**config.mk**
```make
export PLATFORM = sky130hd
export DESIGN_NAME = fetch_stage
export DESIGN_NICKNAME = d
export VERILOG_FILES = /design/src/rtl/fetch_stage.sv
export SDC_FILE = /design/constraint.sdc
export NUM_CORES = 1
export LEC_CHECK = 0
export ABC_AREA = 1
export BUFFER_PORTS_ARGS = -buffer_cell sky130_fd_sc_hd__buf_2
export CORE_MARGIN = 1.5
export CORE_UTILIZATION = 35
export CTS_CLUSTER_SIZE = 30
export DETAILED_ROUTE_END_ITERATION = 8
export PLACE_DENSITY_LB_ADDON = 0.1
export SLEW_MARGIN = 30
export SYNTH_ARGS = -nofsm -noshare
export SYNTH_HDL_FRONTEND = slang
export SYNTH_SLANG_ARGS = --single-unit
```
**constraint.sdc**
```tcl
create_clock -name clk -period 6.07 [get_ports clk]
set_clock_uncertainty 0.1 [all_clocks]
set_input_delay 0.607 -clock clk [delete_from_list [all_inputs] [get_ports clk]]
set_output_delay 0.607 -clock clk [all_outputs]
set_load 0.005 [all_outputs]
```
**src/rtl/fetch_stage.sv**
```systemverilog
// rtl/fetch_stage.sv - instruction fetch stage with PC, bus handshake, skid buffer and redirect handling
module fetch_stage #(
  parameter int              PC_W     = 64,
  parameter logic [PC_W-1:0] RESET_PC = PC_W'(64'h8000_0000)
) (
  input  logic            clk,
  input  logic            reset,
  output logic            ireq_valid,
  output logic [PC_W-1:0] ireq_addr,
  input  logic            iresp_data_ok,
  input  logic [31:0]     iresp_data,
  input  logic            stall,
  input  logic            redirect_valid,
  input  logic [PC_W-1:0] redirect_pc,
  output logic            dataF_valid,
  output logic [PC_W-1:0] dataF_pc,
  output logic [31:0]     dataF_instr
);

  typedef enum logic [1:0] {
    FETCH   = 2'd0,
    HOLD    = 2'd1,
    DISCARD = 2'd2
  } state_t;

  localparam logic [PC_W-1:0] PC_STEP = PC_W'(4);

  state_t          state_q, state_d;
  logic [PC_W-1:0] pc_q, pc_d;
  logic [PC_W-1:0] redir_q, redir_d;
  logic [31:0]     buf_q, buf_d;
  logic            dataF_valid_q, dataF_valid_d;
  logic [PC_W-1:0] dataF_pc_q, dataF_pc_d;
  logic [31:0]     dataF_instr_q, dataF_instr_d;

  // Redirect targets are always word aligned; low bits are dropped here.
  logic [PC_W-1:0] redir_tgt;
  assign redir_tgt = {redirect_pc[PC_W-1:2], 2'b00};

  // The request stays up (and stable on pc_q) in every state except HOLD.
  assign ireq_valid  = (state_q != HOLD);
  assign ireq_addr   = pc_q;
  assign dataF_valid = dataF_valid_q;
  assign dataF_pc    = dataF_pc_q;
  assign dataF_instr = dataF_instr_q;

  // Next-state logic: redirect first, then response/stall handling per state.
  always_comb begin
    state_d       = state_q;
    pc_d          = pc_q;
    redir_d       = redir_q;
    buf_d         = buf_q;
    dataF_valid_d = dataF_valid_q;
    dataF_pc_d    = dataF_pc_q;
    dataF_instr_d = dataF_instr_q;

    case (state_q)
      FETCH: begin
        if (redirect_valid) begin
          dataF_valid_d = 1'b0;
          buf_d         = '0;
          if (iresp_data_ok) begin
            // Outstanding response completes now and is dropped.
            pc_d = redir_tgt;
          end else begin
            // Request must stay on the old PC until it completes.
            redir_d = redir_tgt;
            state_d = DISCARD;
          end
        end else if (iresp_data_ok) begin
          if (!stall) begin
            dataF_valid_d = 1'b1;
            dataF_pc_d    = pc_q;
            dataF_instr_d = iresp_data;
            pc_d          = pc_q + PC_STEP;
          end else begin
            buf_d   = iresp_data;
            state_d = HOLD;
          end
        end else if (!stall) begin
          dataF_valid_d = 1'b0;
        end
      end

      HOLD: begin
        if (redirect_valid) begin
          dataF_valid_d = 1'b0;
          buf_d         = '0;
          pc_d          = redir_tgt;
          state_d       = FETCH;
        end else if (!stall) begin
          dataF_valid_d = 1'b1;
          dataF_pc_d    = pc_q;
          dataF_instr_d = buf_q;
          pc_d          = pc_q + PC_STEP;
          state_d       = FETCH;
        end
      end

      DISCARD: begin
        dataF_valid_d = 1'b0;
        if (redirect_valid) begin
          buf_d = '0;
          if (iresp_data_ok) begin
            pc_d    = redir_tgt;
            state_d = FETCH;
          end else begin
            redir_d = redir_tgt;
          end
        end else if (iresp_data_ok) begin
          pc_d    = redir_q;
          state_d = FETCH;
        end
      end

      default: begin
        state_d = FETCH;
      end
    endcase
  end

  // State and output registers, asynchronously reset.
  always_ff @(posedge clk or negedge reset) begin
    if (!reset) begin
      state_q       <= FETCH;
      pc_q          <= RESET_PC;
      redir_q       <= '0;
      buf_q         <= '0;
      dataF_valid_q <= 1'b0;
      dataF_pc_q    <= '0;
      dataF_instr_q <= '0;
    end else begin
      state_q       <= state_d;
      pc_q          <= pc_d;
      redir_q       <= redir_d;
      buf_q         <= buf_d;
      dataF_valid_q <= dataF_valid_d;
      dataF_pc_q    <= dataF_pc_d;
      dataF_instr_q <= dataF_instr_d;
    end
  end

endmodule

```
Word level (Yosys, flattened, before mapping)
Cells that the tools add are included.

Bits of input ports: 101. Memories: 0. Bits in read-only memories: 0. Latch bits: 0. Bits in registers: 257. Bits in writable memories: 0. Output and inout bits: 162.

Div/mod/pow operators: 0. $lt $le $gt $ge: 0. Shift operators: 0. Bitwise operators: 1. Equality and inequality tests: 16. Multipliers: 0. $add $sub $neg: 1. Reduce and logical (&&, ||, !) cells: 13. Muxes and demuxes: 38.

Operator list (count): 64-bit 2-to-1 mux (11); 32-bit 2-to-1 mux (9); 64-bit one-hot mux with 3 select lines (1); 32-bit one-hot mux with 2 select lines (2); 64-bit one-hot mux with 2 select lines (1); 64-bit by 3-bit adder with 64-bit output, second input constant (1); 3-bit inequality test, second input constant (5); 2-bit 2-to-1 mux (7); 2-bit inequality test, second input constant (6); 4-bit AND reduction (2); 2-bit one-hot mux with 3 select lines (1); 3-bit AND reduction (2); 6-bit AND reduction (1); 1-bit 2-to-1 mux (5); 5-bit AND reduction (1); 2-bit by 1-bit inequality test with 1-bit output, second input constant (2); 4-bit inequality test, second input constant (1); 2-bit nonzero test (2); 2-bit OR reduction (2); 1-bit one-hot mux with 3 select lines (1); 3-bit nonzero test (1); 2-bit by 1-bit equality test with 1-bit output, second input constant (1); 2-bit equality test, second input constant (1); 2-bit logical NOT (1); 2 further kinds (2).

Depth between registers and ports, before layout
Gate-level depths: netlist of run 1.

Word-level depth: 5. Depth in mapped cells: 15.

Worst setup path before layout of run 1
OpenSTA, ideal clock, no wires.

Path type: input port to flip-flop. Start point: in stall. End point: reg pc_q[38] (netlist: ireq_addr[38]). Stages on the path: 15. Arrival: 1.832 ns. Setup time: 0.113 ns. Setup slack: 4.025 ns. Data required time: 5.857 ns. Path through: buf_2 > inv_2 > nand2_1 > inv_2 > nand3_4 > nor2_8 > nand2_4 > nor2_2 > nand2_1 > nand3_2 > nand2_1 > nand2_1 > nand3_1 > nand2_1 > inv_1.

Cells in the longest elaborated chain, start to end: 4. Elaborated cells on any way between the ends: 5. Classes of those cells: mux: 5.

RTL lines: start, declared (line 12) `input logic stall,`; 64-bit 2-to-1 mux *; 64-bit 2-to-1 mux (2 in series); 64-bit one-hot mux with 3 select lines *; end signal, assigned (line 134) `pc_q <= pc_d;`; end, declared (line 29) `logic [PC_W-1:0] pc_q, pc_d;`.

Every way passes the cells marked *; elsewhere a longest branch is shown, timed or not. The select of a mux whose other input is x is not followed. A chain may end at the register's enable or synchronous reset.

Worst setup path after layout of run 1
Start point: reg state_q[0]. End point: reg pc_q[9] (netlist: ireq_addr[9]).

Cells in the longest elaborated chain, start to end: 3. Elaborated cells on any way between the ends: 8. Classes of those cells: eq/ne: 4; mux: 1; reduce/logical: 3.

RTL lines: start, declared (line 28) `state_t state_q, state_d;`; start signal, assigned (line 133) `state_q <= state_d;`; 2-bit equality test, or another cell as far along (line 57) `case (state_q)`; 3-bit inequality test (no line) or 3-bit nonzero test (tied branches); 3-bit AND reduction (no line).

Parallel ways exist; a longest one is shown, timed or not.

==> impl_metrics.csv, run 1 <==
group,metric,value,unit
sta,max-slew-margin-rel,0.3782,
pwr,peakVddDrop,215.7,uV
pwr,p_leak,0.009092,uW
sta,rsz0062_at_grt,"false",
sta,slew_violations,0,
sta,setup_viol,0,
cells_and_area,syn2layout_area_growth,19.98,%
cells_and_area,drive_gt1_frac,0.1697,
sta,worstMarginPinSlew,0.9293,ns
global_route,grt_pass1_vias,14644,
sta,fmax,0.2621,GHz
sta,tns,0,ns
clock_network,clk_latency,0.55,ns
worst_setup_path,cp_slowest_stage_delay,0.75,ns
die,ios,263,
sta,timing.final.crit_share,0.6287,
worst_setup_path,path_cells,"inv_1 > ha_1 > inv_1 > nand2_1 > a31o_4 > buf_4 > o22ai_1 > a22oi_1",
cells_and_area,diodes,0,
worst_setup_path,critPathRequiredTime,6.43,ns
die,die_h,210.4,um
yosys,yosysWarnings,0,
worst_setup_path,crit_path_frequent_cell,"inv_1",
min_path,min_path_type,"primary input to register",
worst_setup_path,cp_slowest_cell,"nand2_1",
cells_and_area,fin_area,18060,um^2
yosys,yosysUniqueCellTypes,46,
yosys,syn_avg_cell_area,6.991,um^2
clock_network,clkTransAtPathRegs,0.06,ns
routing,routed_wl,56.68,mm
yosys,synth-main-ff-cell,"dfrtp_1",
placement,io_buffer_count,260,
placement,hpwl,38.95,mm
sta,report.final.hold_viol_count,0,
clock_network,numCtsBuffers,34,
routing,postRouteAntennaNets,0,
cells_and_area,seqCellArea,6432,um^2
die,initial_utilization,0.3564,
global_route,grt_max_degree,134,
clock_network,clock-root-buffer,"clkbuf_16",
worst_setup_path,crit_path_max_fanout,39,
routing,via_per_inst,5.293,
clock_network,cts_tree,"built",
cells_and_area,multiInputGateArea,7267,um^2
clock_network,cts.htree.levels,2,
yosys,synth_nets,2259,
cells_and_area,fill_cells,4500,
global_route,grt_antenna_before_repair,1,
yosys,synth_cells,2153,
die,dieArea,44260,um^2
cells_and_area,layout.nets,2463,
placement,dpl_cell_area,16760,um^2
die,row_count,75,
worst_setup_path,cp_data_arrival_time,4.18,ns
routing,drt_iter0_drc,1424,
yosys,syn_area,15050,um^2
global_route,overflow,0,
sta,post-route-min-period,3.816,ns
routing,drc,0,
routing,num_vias,15456,
worst_setup_path,worstSetupPathType,"register to register",
worst_setup_path,crit_path_start_kind,"register",
job,maxCapViolCount,0,
worst_setup_path,end_kind,"register",
clock_network,clockBufferDepth,3,
global_route,track_usage,0.2547,
yosys,ys_async_sr_fraction,1.000,
routing,avgRoutedWirePerCell,19.41,um
placement,gp_congestion,0.9175,
yosys,synth-edff-count,0,
die,core-area,42230,um^2
routing,dr.pass1.iters,6,
yosys,ys_ff_latch,257,
global_route,grt_pass1_wl,87.35,mm
pwr,powerDensity,511.0,nW/um^2
status,outcome,"completed",
die,die_width,210.4,um
yosys,ys_seq_area_frac,0.4273,
clock_network,numClockSinks,257,
cell type report:
type | instances | share of cell area
Clock inverter | 13 | 0.01628
Tap cell | 539 | 0.03734
Inverter | 238 | 0.04975
Clock buffer | 47 | 0.05377
Multi-Input combinational cell | 1543 | 0.4024
Sequential cell | 257 | 0.3562
Timing Repair Buffer | 283 | 0.08425
worst max-delay path, delay by kind of cell (launching register included):
| family | cells | cell delay [ns] |
|---|---|---|
| AOI/OAI and AO/OA | 3 | 0.96 |
| adders and majority gates | 1 | 0.60 |
| buffers and inverters | 3 | 0.88 |
| DFF | 1 | 0.40 |
| and+or+nand+nor | 1 | 0.75 |
registers in the layout (all words and copies together) (netlist names):
name         flops
dataF_instr     32
dataF_valid      1
ireq_addr       64
buf_q           32
redir_q         62
dataF_pc        64
state_q          2
cells by family (layout without fill, tap and decap cells):
group                    after synthesis  count (layout)  synth area share
multiplexers                          10              10          0.007481
adder cells (fa/ha/maj)                5               5          0.004156
AO/OA/AOI/OAI                        500             500            0.1825
flip-flops                           257             257            0.4273
buffers and inverters                353             581           0.09177
AND/OR/NAND/NOR                     1028            1028            0.2868
cells in the final DEF (no fill, tap or decap), types with 4 or more instances in the layout:
| cell type | n |
|---|---|
| a31oi_1 | 6 |
| ha_1 | 4 |
| nand3_1 | 161 |
| nor2_1 | 163 |
| nand2_4 | 4 |
| dfrtp_1 | 256 |
| bufinv_16 | 9 |
| clkbuf_1 | 7 |
| inv_1 | 223 |
| nor2_4 | 4 |
| nor3_1 | 8 |
| clkbuf_8 | 5 |
| mux2_2 | 10 |
| a21oi_1 | 108 |
| nor2_2 | 18 |
| a22oi_1 | 24 |
| inv_2 | 11 |
| o21ai_1 | 20 |
| buf_2 | 258 |
| o21ai_0 | 283 |
| nand2_1 | 641 |
| o22ai_1 | 16 |
| nand3_2 | 4 |
| nand4_1 | 13 |
| a22o_1 | 8 |
| clkbuf_16 | 35 |
| a32oi_1 | 17 |
| buf_4 | 21 |
metrics by stage:
step | setup slack (ns) | power [uW] | utilization | std cells | hold WS [ns]
3_3_place_gp | 2.135 | 6844 | 0.3966 | 2858 | 0.3577
6_report | 2.254 | 9228 | 0.4276 | 2920 | 0.2056
5_1_grt | 1.978 | 9976 | 0.4276 | 2920 | 0.1951
3_5_place_dp | 2.322 | 6928 | 0.3968 | 2858 | 0.3588
2_1_floorplan | 4.025 | 5381 | - | 2153 | 0.2114
4_1_cts | 2.317 | 9298 | 0.4270 | 2919 | 0.1762
power breakdown:
| group | leakage [uW] | internal [uW] | switching (uW) |
|---|---|---|---|
| registers | 0.00320 | 2460 | 641 |
| clock network | 0.000619 | 1500 | 818 |
| logic | 0.00528 | 1320 | 2500 |
worst paths after layout:
kind                       cells after the start  slack (ns)                     endpoint                    start
hold reg to reg                                2        0.37      dataF_pc[3]$_DFFE_PN0P_  dataF_pc[3]$_DFFE_PN0P_
max in group asynchronous                      3        4.25    ireq_addr[45]$_DFFE_PN0P_                    reset
setup / recovery                               8        2.25     ireq_addr[9]$_DFFE_PN0P_   state_q[0]$_DFFE_PN0P_
hold / removal                                 2        0.21      redir_q[62]$_DFFE_PN0P_          redirect_pc[62]
setup reg to reg                               8        2.25     ireq_addr[9]$_DFFE_PN0P_   state_q[0]$_DFFE_PN0P_
min in group asynchronous                      2        0.45  dataF_instr[25]$_DFFE_PN0P_                    reset
per-layer routing:
metal / share of wire / track usage / routed length (um)
met3: 0.064 / 0.05110 / 3626
met5: 0.00021 / 0 / 12
met4: 0.025 / 0.07833 / 1444
met2: 0.45 / 0.4043 / 25780
met1: 0.46 / 0.3494 / 25820
what timing repair did:
item,CTS,global route
resized for setup,0,0
endpoints found under the setup margin,0,0
hold buffers,1,0
setup buffers,0,0
endpoints found under the hold margin,57,0
synth_stat cells (4+ instances only):
library cell  instances  area (um^2)
o22ai_1              16        100.1
a32oi_1              17        148.9
a31oi_1               6        37.54
dfrtp_1             256         6406
mux2_2               10        112.6
ha_1                  5        62.56
nor2_1              164        615.6
a22oi_1              24        180.2
buf_1                 8        30.03
o21ai_1              20        100.1
buf_2                29        145.1
nand3_2               4        40.04
nor2_4                4        45.04
nand3_1             161        805.8
a21oi_1             108        540.5
nand2_1             642         2410
inv_1               224        840.8
o21ai_0             283         1416
a22o_1                8        70.07
inv_2                11        41.29
nor3_1                8        40.04
nand4_1              13        81.33
clkbuf_1             72        270.3
buf_4                 5        37.54
nor2_2               17        106.4
(Power assumes the default switching activity.)
==> run 2, diff against run 1 <==
==> constraint.sdc (replaced) <==
create_clock -name clk -period 4 [get_ports clk]
set_clock_uncertainty 0.1 [all_clocks]
set_input_delay 0.4 -clock clk [delete_from_list [all_inputs] [get_ports clk]]
set_output_delay 0.4 -clock clk [all_outputs]
set_load 0.005 [all_outputs]
==> run 2 against run 1 <==
Worst hold slack worse by 0.18 ns. Wire length is 0.30% lower. Critical path type unchanged. Flip-flop and latch count stayed put. Clock power is 37% higher. Count of clock-buffer cells in the layout is 5 higher. Register-to-register slack worse by 1.2 ns. Power is 49% higher. Cell count is 0.86% higher. Critical endpoint is now ireq_addr[12]$_DFFE_PN0P_. Worst setup slack worse by 1.2 ns.
==> impl_metrics.csv, run 2 (synthesis results as in run 1) <==
group,metric,value,unit
worst_setup_path,cp_top_family,"buffers and inverters",
routing,via_per_inst,5.277,
worst_setup_path,cp_data_arrival_time,3.28,ns
clock_network,clk_latency,0.55,ns
min_path,min_path_type,"primary input to register",
cells_and_area,fin_area,18170,um^2
clock_network,clockBufferDepth,3,
sta,fmax,0.3365,GHz
worst_setup_path,worstSetupPathType,"register to register",
pwr,p_leak,0.009151,uW
sta,timing.final.crit_share,0.7430,
worst_setup_path,r2r-end,"ireq_addr[12]$_DFFE_PN0P_",
worst_setup_path,reg2reg_slack,1.03,ns
sta,max-slew-margin-rel,0.3779,
cells_and_area,diodes,0,
routing,postRouteAntennaNets,0,
clock_network,clkTransAtPathRegs,0.07,ns
global_route,grt_pass1_wl,87.49,mm
clock_network,numClockSinks,257,
global_route,grt_pass1_vias,14794,
status,outcome,"completed",
worst_setup_path,critPathRequiredTime,4.31,ns
die,row_count,75,
routing,top_layer_used,"met5",
sta,rsz0062_at_grt,"false",
worst_setup_path,end_kind,"register",
worst_setup_path,cp_slowest_cell,"inv_1",
routing,drc,0,
cells_and_area,fill_cells,4456,
placement,dp_cells,2867,
routing,num_vias,15542,
sta,hold-worst-slack,0.02227,ns
die,die_width,210.4,um
cells_and_area,layout_commonest_cell,"nand2_1",
cells_and_area,final_cells,2945,
worst_setup_path,cp_slowest_stage_delay,0.52,ns
sta,slew_violations,0,
pwr,power.total,13730,uW
worst_setup_path,crit_path_frequent_cell,"inv_1",
die,initial_utilization,0.3564,
min_path,min_from,"iresp_data[20]",
worst_setup_path,path_cells,"inv_1 > ha_1 > inv_1 > nand2_1 > a31o_4 > inv_1 > buf_4 > o21ai_0 > o21ai_0 > a22oi_1",
pwr,peakVddDrop,394.3,uV
job,maxCapViolCount,0,
routing,dr.pass1.iters,5,
worst_setup_path,crit_path_max_fanout,15,
min_path,min_to,"buf_q[20]$_DFFE_PN0P_",
die,ios,263,
clock_network,cts_resized,0,
clock_network,clock-root-buffer,"clkbuf_16",
placement,gp_congestion,0.9080,
worst_setup_path,crit_path_start_kind,"register",
routing,wl_met3,3.656,mm
global_route,grt_max_degree,107,
pwr,seq_power_share,0.343,
die,core-area,42230,um^2
pwr,p_sw_frac,0.4373,
routing,avgRoutedWirePerCell,19.19,um
global_route,grt_antenna_before_repair,3,
clock_network,post_cts_buffers,0,
worst_setup_path,timing.critical_path.buf_inv,4,
min_path,min_path_cells,3,
pwr,powerDensity,755.5,nW/um^2
placement,io_buffer_count,260,
sta,post-route-min-period,2.972,ns
cells_and_area,syn2layout_area_growth,20.74,%
pwr,p_sw,6004,uW
pwr,p_clk_frac,0.231,
die,die_h,210.4,um
global_route,track_usage,0.2537,
sta,setup_viol,0,
pwr,comb_power_share,0.426,
sta,tns,0,ns
clock_network,cts.htree.levels,2,
placement,hpwl,39.20,mm
cells_and_area,drive_gt1_frac,0.1708,
routing,drt_iter0_drc,1472,
cells_and_area,final_cell_mix,"641 x nand2_1, 283 x o21ai_0, 258 x buf_2",
routing,wirelength_met1,25.84,mm
pwr,p_int,7726,uW
worst_setup_path,r2r_cells,10,
cells_and_area,layout.nets,2486,
routing,wl_met2,25.49,mm
routing,routed_wl,56.52,mm
global_route,overflow,0,
clock_network,cts_tree,"built",
clock_network,numCtsBuffers,34,
die,dieArea,44260,um^2
sta,report.final.hold_viol_count,0,
worst_setup_path,worstReg2RegStart,"state_q[0]$_DFFE_PN0P_",
placement,dpl_cell_area,16870,um^2
sta,worstMarginPinSlew,0.9318,ns
[run 2: final cells by class]
type | count | area, um^2 | area share
clock buffer | 52 | 1042 | 0.05735
clock inverter | 10 | 105.1 | 0.005783
tap | 539 | 674.4 | 0.03711
inverter | 238 | 898.4 | 0.04943
multi-input combinational | 1543 | 7259 | 0.3994
timing repair buffer | 306 | 1762 | 0.09694
sequential | 257 | 6432 | 0.3539
[run 2: stage by stage]
| stage | util | setup slack [ns] |
|---|---|---|
| 6_report | 0.4304 | 1.028 |
| 5_1_grt | 0.4304 | 0.9269 |
| 4_1_cts | 0.4304 | 1.106 |
| 3_5_place_dp | 0.3994 | 1.113 |
| 3_3_place_gp | 0.3994 | 1.158 |
| 2_1_floorplan | - | 2.035 |
[run 2: per-layer routing]
metal	vias up	global-route usage
met5	-	0
met4	4	0.07906
met3	110	0.04425
met2	582	0.4069
met1	7364	0.3482
li1	7482	-
[run 2: what timing repair did]
item,4_1_cts,5_1_grt
hold endpoints to repair,103,0
endpoints found under the setup margin,0,0
hold buffers,16,0
[run 2: how the worst max path moves through the flow]
stage | slack (ns) | start | cells after the start | to
6_report | 1.03 | state_q[0]$_DFFE_PN0P_ | 10 | ireq_addr[12]$_DFFE_PN0P_
5_1_grt | 0.93 | state_q[0]$_DFFE_PN0P_ | 10 | ireq_addr[12]$_DFFE_PN0P_
4_1_cts | 1.11 | state_q[0]$_DFFE_PN0P_ | 10 | ireq_addr[27]$_DFFE_PN0P_
3_5_place_dp | 1.11 | state_q[0]$_DFFE_PN0P_ | 10 | ireq_addr[27]$_DFFE_PN0P_
3_3_place_gp | 1.16 | state_q[0]$_DFFE_PN0P_ | 10 | ireq_addr[13]$_DFFE_PN0P_
2_1_floorplan | 2.03 | state_q[0]$_DFFE_PN0P_ | 11 | ireq_addr[3]$_DFFE_PN0P_
[run 2: power by group through the flow]
stage          sequential, uW  combinational [uW]  clock (uW)
2_1_floorplan            4500                3670           0
6_report                 4710                5850        3170
3_3_place_gp             4710                5750           0
4_1_cts                  4700                5870        3250
3_5_place_dp             4730                5830           0
5_1_grt                  4860                6650        3330
[run 2: worst register-to-register path, stage by stage, from the launching register on]
cell	delay (ns)
dfrtp_1	0.38
inv_1	0.09
ha_1	0.22
inv_1	0.22
nand2_1	0.33
a31o_4	0.34
inv_1	0.52
buf_4	0.35
o21ai_0	0.11
o21ai_0	0.09
a22oi_1	0.08
==> run 3, diff against run 2 <==
==> constraint.sdc (replaced) <==
create_clock -name clk -period 2.9 [get_ports clk]
set_clock_uncertainty 0.1 [all_clocks]
set_input_delay 0.29 -clock clk [delete_from_list [all_inputs] [get_ports clk]]
set_output_delay 0.29 -clock clk [all_outputs]
set_load 0.005 [all_outputs]
==> run 3 against run 2 <==
Wire length rose by 1.6%. Critical path type unchanged. Worst setup slack got worse by 0.62 ns. Count of clock-buffer cells in the layout did not move. Flip-flop and latch count did not move. Largest cell class unchanged. Cell area rose by 5.1%. Power rose by 39%. Register-to-register slack got worse by 0.62 ns. First-iteration DRC count fell by 15%. Global-route usage rose by 0.61 points. Worst hold slack improved by 0.034 ns. Fmax rose by 19%. Sequential share of layout area fell by 1.7 points.
==> impl_metrics.csv, run 3 (synthesis results as in run 1) <==
group,metric,value,unit
global_route,overflow,0,
sta,max-slew-margin-rel,0.5763,
placement,preCtsSetupSlack,0.4353,ns
worst_setup_path,crit_path_start_kind,"register",
routing,postRouteAntennaNets,0,
die,row_count,75,
routing,via_per_inst,5.203,
cells_and_area,final_cell_mix,"641 x nand2_1, 283 x o21ai_0, 258 x buf_2",
routing,routed_wl,57.42,mm
cells_and_area,syn2layout_area_growth,26.84,%
worst_setup_path,crit_path_max_fanout,44,
global_route,grt_pass1_wl,89.73,mm
die,dieArea,44260,um^2
routing,drc,0,
clock_network,cts_tree,"built",
clock_network,clk_latency,0.54,ns
pwr,peakVddDrop,484.8,uV
clock_network,cts_resized,0,
sta,rsz0062_at_grt,"false",
clock_network,clkTransAtPathRegs,0.06,ns
die,core-area,42230,um^2
worst_setup_path,reg2reg_slack,0.41,ns
global_route,grt_max_degree,87,
global_route,track_usage,0.2597,
cells_and_area,drive_gt1_frac,0.1702,
worst_setup_path,cp_data_arrival_time,2.85,ns
placement,hpwl,39.66,mm
sta,finalWorstSetupSlack,0.4107,ns
die,ios,263,
placement,gp_congestion,0.8866,
worst_setup_path,cp-startpoint,"state_q[0]$_DFFE_PN0P_",
die,die_h,210.4,um
sta,fmax,0.4017,GHz
clock_network,numCtsBuffers,34,
worst_setup_path,end_kind,"register",
cells_and_area,seqCellArea,6432,um^2
die,initial_utilization,0.3564,
routing,drt_iter0_drc,1252,
status,outcome,"completed",
min_path,min_path_cells,3,
placement,io_buffer_count,260,
global_route,grt_antenna_before_repair,0,
clock_network,numClockSinks,257,
worst_setup_path,worstSetupPathType,"register to register",
cells_and_area,layout_commonest_cell,"nand2_1",
clock_network,cts.htree.levels,2,
sta,worstMarginPinSlew,0.6356,ns
worst_setup_path,r2r_cells,10,
min_path,min_path_type,"primary input to register",
cells_and_area,fill_cells,4377,
die,die_width,210.4,um
min_path,min_from,"redirect_pc[3]",
sta,slew_violations,0,
sta,report.final.hold_viol_count,0,
job,maxCapViolCount,0,
cells_and_area,multiInputGateArea,7259,um^2
clock_network,clockBufferDepth,3,
routing,avgRoutedWirePerCell,18.91,um
clock_network,clock-root-buffer,"clkbuf_16",
routing,num_vias,15797,
pwr,p_leak,0.009553,uW
pwr,powerDensity,1000,nW/um^2
sta,timing.final.crit_share,0.8584,
worst_setup_path,worstReg2RegStart,"state_q[0]$_DFFE_PN0P_",
min_path,min_to,"redir_q[3]$_DFFE_PN0P_",
sta,tns,0,ns
global_route,grt_pass1_vias,15523,
sta,post-route-min-period,2.489,ns
cells_and_area,diodes,0,
routing,dr.pass1.iters,5,
sta,setup_viol,0,
worst_setup_path,critPathRequiredTime,3.27,ns
cells_and_area,layout.nets,2581,
worst_setup_path,r2r-end,"ireq_addr[31]$_DFFE_PN1P_",
pwr,power.total,19090,uW
==> run 3: area by class of cell <==
type | count | area share
tap | 539 | 0.03532
clock buffer | 52 | 0.05394
inverter | 238 | 0.04705
timing repair buffer | 401 | 0.1431
multi-input combinational | 1543 | 0.3802
sequential | 257 | 0.3369
clock inverter | 6 | 0.003408
==> run 3: through the flow <==
stage / cell area (um^2) / std cells / util / hold WS, ns
2_1_floorplan: 15050 / 2153 / - / -0.1056
3_3_place_gp: 17060 / 2884 / 0.4039 / 0.1639
3_5_place_dp: 17060 / 2884 / 0.4039 / 0.1631
4_1_cts: 19090 / 3036 / 0.4521 / 0.03112
5_1_grt: 19090 / 3036 / 0.4521 / 0.05462
6_report: 19090 / 3036 / 0.4521 / 0.05635
==> run 3: critical path, stage by stage, from the launching register on <==
cell and delay, ns:
dfrtp_1 0.40, inv_1 0.11, ha_1 0.17, inv_1 0.14
nand2_1 0.16, a31o_4 0.59, inv_1 0.12, buf_4 0.24
nand2_1 0.08, o21ai_0 0.11, a22oi_1 0.18
==> run 3: how the worst max path moves through the flow <==
stage | to | slack (ns) | cells past startpoint
5_1_grt | ireq_addr[27]$_DFFE_PN0P_ | 0.20 | 10
6_report | ireq_addr[31]$_DFFE_PN1P_ | 0.41 | 10
2_1_floorplan | ireq_addr[3]$_DFFE_PN0P_ | 0.93 | 11
4_1_cts | ireq_addr[27]$_DFFE_PN0P_ | 0.41 | 10
3_5_place_dp | ireq_addr[31]$_DFFE_PN1P_ | 0.44 | 10
3_3_place_gp | ireq_addr[52]$_DFFE_PN0P_ | 0.47 | 15
==> run 3: per-layer routing <==
metal / track usage / wire, um
met5: 0 / 0
met4: 0.08621 / 1652
met3: 0.04306 / 3376
met2: 0.4248 / 26280
met1: 0.3494 / 26110
==> run 3: what timing repair did <==
item	4_1_cts	5_1_grt
setup buffers	0	0
setup endpoints to repair	0	0
hold buffers	94	0
hold endpoints to repair	171	0
==> run 3: where the power goes <==
part	internal (uW)	leakage, uW	switching [uW]
sequential	5140	0.00320	1330
clock	2530	0.000537	1680
combinational	3070	0.00582	5340
